==> src/rtl/rvseed_defines.sv <==
// Shared RV-seed core defines: register index width and issue_kind producer codes.
`ifndef RVSEED_DEFINES_SV
`define RVSEED_DEFINES_SV

`define REG_ADDR_WIDTH  5

// Producer class codes carried on issue_kind; code 3 is reserved and behaves as ALU.
`define ISSUE_KIND_ALU  2'd0
`define ISSUE_KIND_LOAD 2'd1
`define ISSUE_KIND_LONG 2'd2
`define ISSUE_KIND_RSVD 2'd3

`endif

==> src/rtl/hazard_scoreboard_pkg.sv <==
// Types and constants shared by the hazard scoreboard and its per-register entries.
`ifndef RVSEED_DEFINES_SV
`define RVSEED_DEFINES_SV
`define REG_ADDR_WIDTH  5
`define ISSUE_KIND_ALU  2'd0
`define ISSUE_KIND_LOAD 2'd1
`define ISSUE_KIND_LONG 2'd2
`define ISSUE_KIND_RSVD 2'd3
`endif

package hazard_scoreboard_pkg;

    localparam int unsigned REG_AW = `REG_ADDR_WIDTH;
    localparam int unsigned NREGS  = 32;

    typedef enum logic [1:0] {
        KIND_ALU  = `ISSUE_KIND_ALU,
        KIND_LOAD = `ISSUE_KIND_LOAD,
        KIND_LONG = `ISSUE_KIND_LONG,
        KIND_RSVD = `ISSUE_KIND_RSVD
    } issue_kind_e;

endpackage

==> src/rtl/hazard_sb_entry.sv <==
// One architectural register's hazard state: a latency countdown plus a long-op flag.
module hazard_sb_entry
    import hazard_scoreboard_pkg::*;
#(
    parameter int CNT_W = 3
) (
    input  logic             clk,
    input  logic             rst_n,
    input  logic             flush,
    input  logic             load,
    input  logic [CNT_W-1:0] load_cnt,
    input  logic             load_long,
    input  logic             wb_clr,
    output logic             pending
);

    logic [CNT_W-1:0] cnt;
    logic             long_op;

    // Priority: flush, then a new producer, then countdown and long-op completion.
    always_ff @(posedge clk or negedge rst_n) begin
        if (!rst_n) begin
            cnt     <= '0;
            long_op <= 1'b0;
        end else if (flush) begin
            cnt     <= '0;
            long_op <= 1'b0;
        end else if (load) begin
            cnt     <= load_cnt;
            long_op <= load_long;
        end else begin
            if (cnt != '0) begin
                cnt <= cnt - 1'b1;
            end
            if (wb_clr) begin
                long_op <= 1'b0;
            end
        end
    end

    // Pending is a pure decode of the registered state.
    always_comb begin
        pending = (cnt != '0) | long_op;
    end

endmodule

==> src/rtl/hazard_scoreboard.sv <==
// Decode-stage RAW hazard scoreboard: tracks in-flight producers per register and stalls ID.
module hazard_scoreboard
    import hazard_scoreboard_pkg::*;
#(
    parameter int NRD     = 2,
    parameter int ALU_LAT = 0,
    parameter int LD_LAT  = 2,
    parameter int CNT_W   = 3
) (
    input  logic                            clk,
    input  logic                            rst_n,
    input  logic [NRD-1:0]                  src_en,
    input  logic [NRD*`REG_ADDR_WIDTH-1:0]  src_addr,
    input  logic                            issue_fire,
    input  logic                            issue_we,
    input  logic [`REG_ADDR_WIDTH-1:0]      issue_rd,
    input  logic [1:0]                      issue_kind,
    input  logic                            wb_valid,
    input  logic [`REG_ADDR_WIDTH-1:0]      wb_rd,
    input  logic                            flush,
    output logic                            stall,
    output logic [31:0]                     pend_mask
);

    if ((ALU_LAT >= (1 << CNT_W)) || (LD_LAT >= (1 << CNT_W))) begin : g_cnt_w_check
        $error("hazard_scoreboard: CNT_W too narrow for ALU_LAT/LD_LAT");
    end

    logic             issue_hit;
    logic [CNT_W-1:0] issue_cnt;
    logic             issue_long;
    logic [REG_AW-1:0] rd_addr;

    // Decode the issuing producer into the countdown/long-op values to load.
    always_comb begin
        issue_hit  = issue_fire & issue_we & (issue_rd != '0);
        issue_cnt  = CNT_W'(ALU_LAT);
        issue_long = 1'b0;
        case (issue_kind_e'(issue_kind))
            KIND_LOAD: issue_cnt = CNT_W'(LD_LAT);
            KIND_LONG: begin
                issue_cnt  = '0;
                issue_long = 1'b1;
            end
            default:   issue_cnt = CNT_W'(ALU_LAT);
        endcase
    end

    // x0 is hardwired, so it never has an entry and is never pending.
    assign pend_mask[0] = 1'b0;

    for (genvar r = 1; r < NREGS; r++) begin : g_entry
        hazard_sb_entry #(
            .CNT_W (CNT_W)
        ) u_entry (
            .clk       (clk),
            .rst_n     (rst_n),
            .flush     (flush),
            .load      (issue_hit && (issue_rd == REG_AW'(r))),
            .load_cnt  (issue_cnt),
            .load_long (issue_long),
            .wb_clr    (wb_valid && (wb_rd == REG_AW'(r))),
            .pending   (pend_mask[r])
        );
    end

    // Stall when any enabled source port reads a pending register.
    always_comb begin
        stall   = 1'b0;
        rd_addr = '0;
        for (int unsigned p = 0; p < NRD; p++) begin
            rd_addr = src_addr[p*REG_AW +: REG_AW];
            if (src_en[p] && (rd_addr != '0) && pend_mask[rd_addr]) begin
                stall = 1'b1;
            end
        end
    end

endmodule

==> config.mk <==
export PLATFORM = sky130hd
export DESIGN_NAME = hazard_scoreboard
export DESIGN_NICKNAME = d
export VERILOG_FILES = /design/src/rtl/rvseed_defines.sv /design/src/rtl/hazard_scoreboard_pkg.sv /design/src/rtl/hazard_sb_entry.sv /design/src/rtl/hazard_scoreboard.sv
export SDC_FILE = /design/constraint.sdc
export NUM_CORES = 1
export LEC_CHECK = 0
export ABC_AREA = 1
export BUFFER_PORTS_ARGS = -buffer_cell sky130_fd_sc_hd__buf_2
export CORE_MARGIN = 8
export CORE_UTILIZATION = 60
export DETAILED_ROUTE_END_ITERATION = 10
export GPL_ROUTABILITY_DRIVEN = 0
export PLACE_DENSITY = 0.92
export SLEW_MARGIN = 0
export SYNTH_ARGS = -nofsm -noshare
export SYNTH_HDL_FRONTEND = slang
export SYNTH_SLANG_ARGS = --single-unit
==> constraint.sdc <==
create_clock -name clk -period 3.1 [get_ports clk]
set_input_delay 0.465 -clock clk [delete_from_list [all_inputs] [get_ports clk]]
set_output_delay 0.465 -clock clk [all_outputs]
set_load 0.01 [all_outputs]
==> out/summary.md <==
* **wire length of the first global-routing pass** 35,400 µm
* **Die H** 132 µm
* **cell repeated most along the worst path** sky130_fd_sc_hd__nand2_1
* **DRT iter0 DRCs** 811
* **cell count after synthesis** 1,062
* **crit path cell chain** inv_1, ha_1, ha_1, nand2_1, nand2_1, nand3_1, nand3_1, nand3_1, nand2_1, nand2_1, nand3_1, nand2_1, buf_2
* **maximum root-to-sink buffer count** 2
* **die area** 17,400 µm²
* **fraction of layout instances using a drive strength above 1** 0.128
* **routed vias** 7,576
* **starting density of the core** 0.612
* **total number of H-tree levels** 4
* **remaining number of nets flagged by the antenna check after routing** 0
* **Die W** 132 µm
* **CTS tree** yes
* **status** complete, no violations
* **nets** 1,184
* **post-synth design cell area** 8070 µm²
* **register area** 3100 µm²
* **type of the tightest min-delay check** in -> async
* **Data arrival, critical path** 2.27 ns
* **synthesized netlist net count** 1,154
* **max frequency** 365 MHz
* **cell at the root of the clock tree** sky130_fd_sc_hd__clkbuf_16
* **delay of the slowest critical-path stage** 0.37 ns
* **minimum setup slack among reg-to-reg paths** 1.46 ns
* **total length of routed wires** 21,400 µm
* **Post-CTS Setup Bufs** 0
* **post-synthesis area per instance** 7.60 µm²
* **most frequent cells in the layout** 239 x sky130_fd_sc_hd__nand2_1, 180 x sky130_fd_sc_hd__inv_1, 124 x sky130_fd_sc_hd__dfrtp_1
* **RSZ-0062 raised after global routing** false
* **critical path fanouts, max** 3
* **via count of the first global-routing pass** 7,352
* **final setup violation count** 0
* **count of synthesis-stage warnings from yosys** 0
* **number of maximum-capacitance violations** 0
* **total buffers and inverters traversed by the critical path** 2
* **Worst Reg2Reg Path Length in Cells** 7
* **core area** 13,200 µm²
* **critical path's slowest cell** sky130_fd_sc_hd__dfrtp_1
* **worst slew pin tran** 0.724 ns
* **clock-pin slew of the registers on the worst-case setup and hold paths** 0.05 ns
* **total overflow reported by the global router** 0
* **area taken by multi-input logic gates** 3890 µm²
* **top-level I/O count** 63
* **routed wire length per instance** 16.7 µm
* **number of iterations in the first detailed-routing pass** 8
* **final-report hold violation count** 0
* **final count of pins violating max slew** 0
* **total half-perimeter wirelength after legalization and detailed placement** 15,500 µm
* **GRT Util Overall** 0.250
* **Critical R2R Launch** g_entry[7].u_entry.cnt[0]
* **reported leakage power** 4.41 nW
* **number of buffers created by CTS** 17
* **critical path endpoint category** output pin
* **fraction of the cycle the final worst path needs** 0.884
* **remaining max-slew budget at the tightest pin** 0.518
* **total power divided by cell area** 1040 nW/µm²
* **path type of the worst setup path** reg -> out
* **tightest hold margin** 0.0810 ns
* **number of library cell types mapped by synthesis** 38
* **endpoint required time on the critical path** 2.63 ns
* **antenna violations before repair** 3
* **# clock sinks** 124
* **later-pin clock latency in the skew report** 0.43 ns
* **number of fill cells** 1,016
* **count of standard-cell rows** 42
* **total negative slack for setup checks** 0 ns
* **pin count of the biggest net entering global routing** 55
* **endpoint of the most critical register-to-register path** g_entry[7].u_entry.cnt[2]
* **Hold Buf Count CTS** 0
* **number of buffers added on ports** 61
* **Layout area overhead** 9.84%
* **VDD IR-drop max** 0.494 mV
* **kind of cell with the highest combined delay on the critical path** simple AND/OR/NAND/NOR gates
* **post-detailed-route via-to-cell ratio** 5.91
* **post-synthesis sequential area ratio** 0.384
* **number of resized instances in the post-cts repair step** 0
* **Final Skew** 0.00463 ns
* **most common library cell in the layout ignoring fill and taps** sky130_fd_sc_hd__nand2_1
* **startpoint kind of the worst setup timing path** register
* **Post-route DRC** 0
* **number of register bits inferred by synthesis** 124
* **post-layout minimum cycle time** 2.74 ns
## worst register-to-register path: cells and delay by family, from the launching register on
| family | cells | cell delay, ns |
|---|---|---|
| adder cells (fa/ha/maj) | 2 | 0.41 |
| flip-flops | 1 | 0.40 |
| AND/OR/NAND/NOR | 1 | 0.30 |
| buffers and inverters | 3 | 0.26 |
| AO/OA/AOI/OAI | 1 | 0.18 |
## cells in the mapped netlist
cell type,n,area share
sky130_fd_sc_hd__nand2_1,239,0.11
sky130_fd_sc_hd__inv_1,180,0.084
sky130_fd_sc_hd__dfrtp_1,124,0.38
sky130_fd_sc_hd__nand3_1,110,0.068
sky130_fd_sc_hd__o21ai_0,85,0.053
sky130_fd_sc_hd__ha_1,62,0.096
sky130_fd_sc_hd__o22ai_1,49,0.038
sky130_fd_sc_hd__nor2_1,43,0.020
sky130_fd_sc_hd__buf_4,34,0.032
sky130_fd_sc_hd__o211ai_1,17,0.016
sky130_fd_sc_hd__a21oi_1,16,0.0099
sky130_fd_sc_hd__nand4_1,14,0.011
sky130_fd_sc_hd__nand2_2,13,0.010
sky130_fd_sc_hd__clkbuf_1,11,0.0051
sky130_fd_sc_hd__buf_2,9,0.0056
sky130_fd_sc_hd__a21oi_2,7,0.0076
sky130_fd_sc_hd__mux2i_1,5,0.0062
sky130_fd_sc_hd__nor2_4,5,0.0070
sky130_fd_sc_hd__inv_2,4,0.0019
sky130_fd_sc_hd__nand2_4,4,0.0056
sky130_fd_sc_hd__nor3_2,4,0.0050
sky130_fd_sc_hd__a211oi_1,3,0.0028
sky130_fd_sc_hd__buf_1,3,0.0014
sky130_fd_sc_hd__nor2_2,3,0.0023
sky130_fd_sc_hd__o2111ai_1,3,0.0033
sky130_fd_sc_hd__nor3_1,2,0.0012
sky130_fd_sc_hd__o31ai_1,2,0.0019
sky130_fd_sc_hd__a31oi_1,1,0.00078
sky130_fd_sc_hd__a41oi_1,1,0.0011
sky130_fd_sc_hd__buf_12,1,0.0025
sky130_fd_sc_hd__clkinv_1,1,0.00046
sky130_fd_sc_hd__conb_1,1,0.00046
sky130_fd_sc_hd__inv_4,1,0.00078
sky130_fd_sc_hd__o21a_1,1,0.00093
sky130_fd_sc_hd__o21ai_1,1,0.00062
sky130_fd_sc_hd__o22a_1,1,0.0011
sky130_fd_sc_hd__or2_2,1,0.00078
sky130_fd_sc_hd__or2_4,1,0.0011
## how the worst max path moves through the flow
stage,startpoint,to,slack [ns],depth (start not counted)
2_1_floorplan,src_addr[5],stall,1.23,11
3_3_place_gp,src_addr[0],stall,0.80,11
3_5_place_dp,src_addr[0],stall,0.83,11
4_1_cts,g_entry[2].u_entry.cnt[0],stall,0.42,13
5_1_grt,g_entry[2].u_entry.cnt[0],stall,0.23,13
6_report,g_entry[7].u_entry.cnt[0],stall,0.36,13
## flip-flops by register name (all words and copies together), names as in the netlist
name                     flops
g_entry.u_entry.long_op     31
g_entry.u_entry.cnt         93
## final cells by class
type                       instances  area share
tap                              176      0.0248
sequential                       124       0.350
clock inverter                     7     0.00706
inverter                         186      0.0790
antenna                            1    0.000282
clock buffer                      24      0.0566
timing repair buffer              69      0.0429
multi-input combinational        694       0.439
## where the power goes
part	switching [mW]	internal [mW]	leakage, nW
sequential	0.194	2.21	1.65
clock	0.714	1.19	0.282
combinational	3.09	1.80	2.48
## layer usage
metal | share of wire | track usage
met4 | 0.047 | 0.136
met1 | 0.38 | 0.301
met3 | 0.11 | 0.0709
met2 | 0.46 | 0.396
met5 | 0.00093 | 0
## logic make-up (layout without fill, tap and decap cells)
family,after synthesis,count (layout),synth area share
compound gates,187,187,0.136
fa+ha+maj,62,62,0.0961
buf+inv,244,286,0.133
flops,124,124,0.384
mux,5,5,0.00620
other cells,1,2,0.000465
simple gates,439,439,0.243
## stage by stage
stage	util	power [mW]	cells	instance area [µm²]	worst slack, ns
6_report	0.672	9.21	1281	8860	0.361
5_1_grt	0.672	9.98	1281	8860	0.230
4_1_cts	0.672	9.18	1280	8860	0.423
3_5_place_dp	0.629	7.18	1249	8300	0.827
3_3_place_gp	0.629	6.92	1249	8300	0.801
2_1_floorplan	-	6.18	1062	8070	1.23
Power figures use the tool's default switching activity.
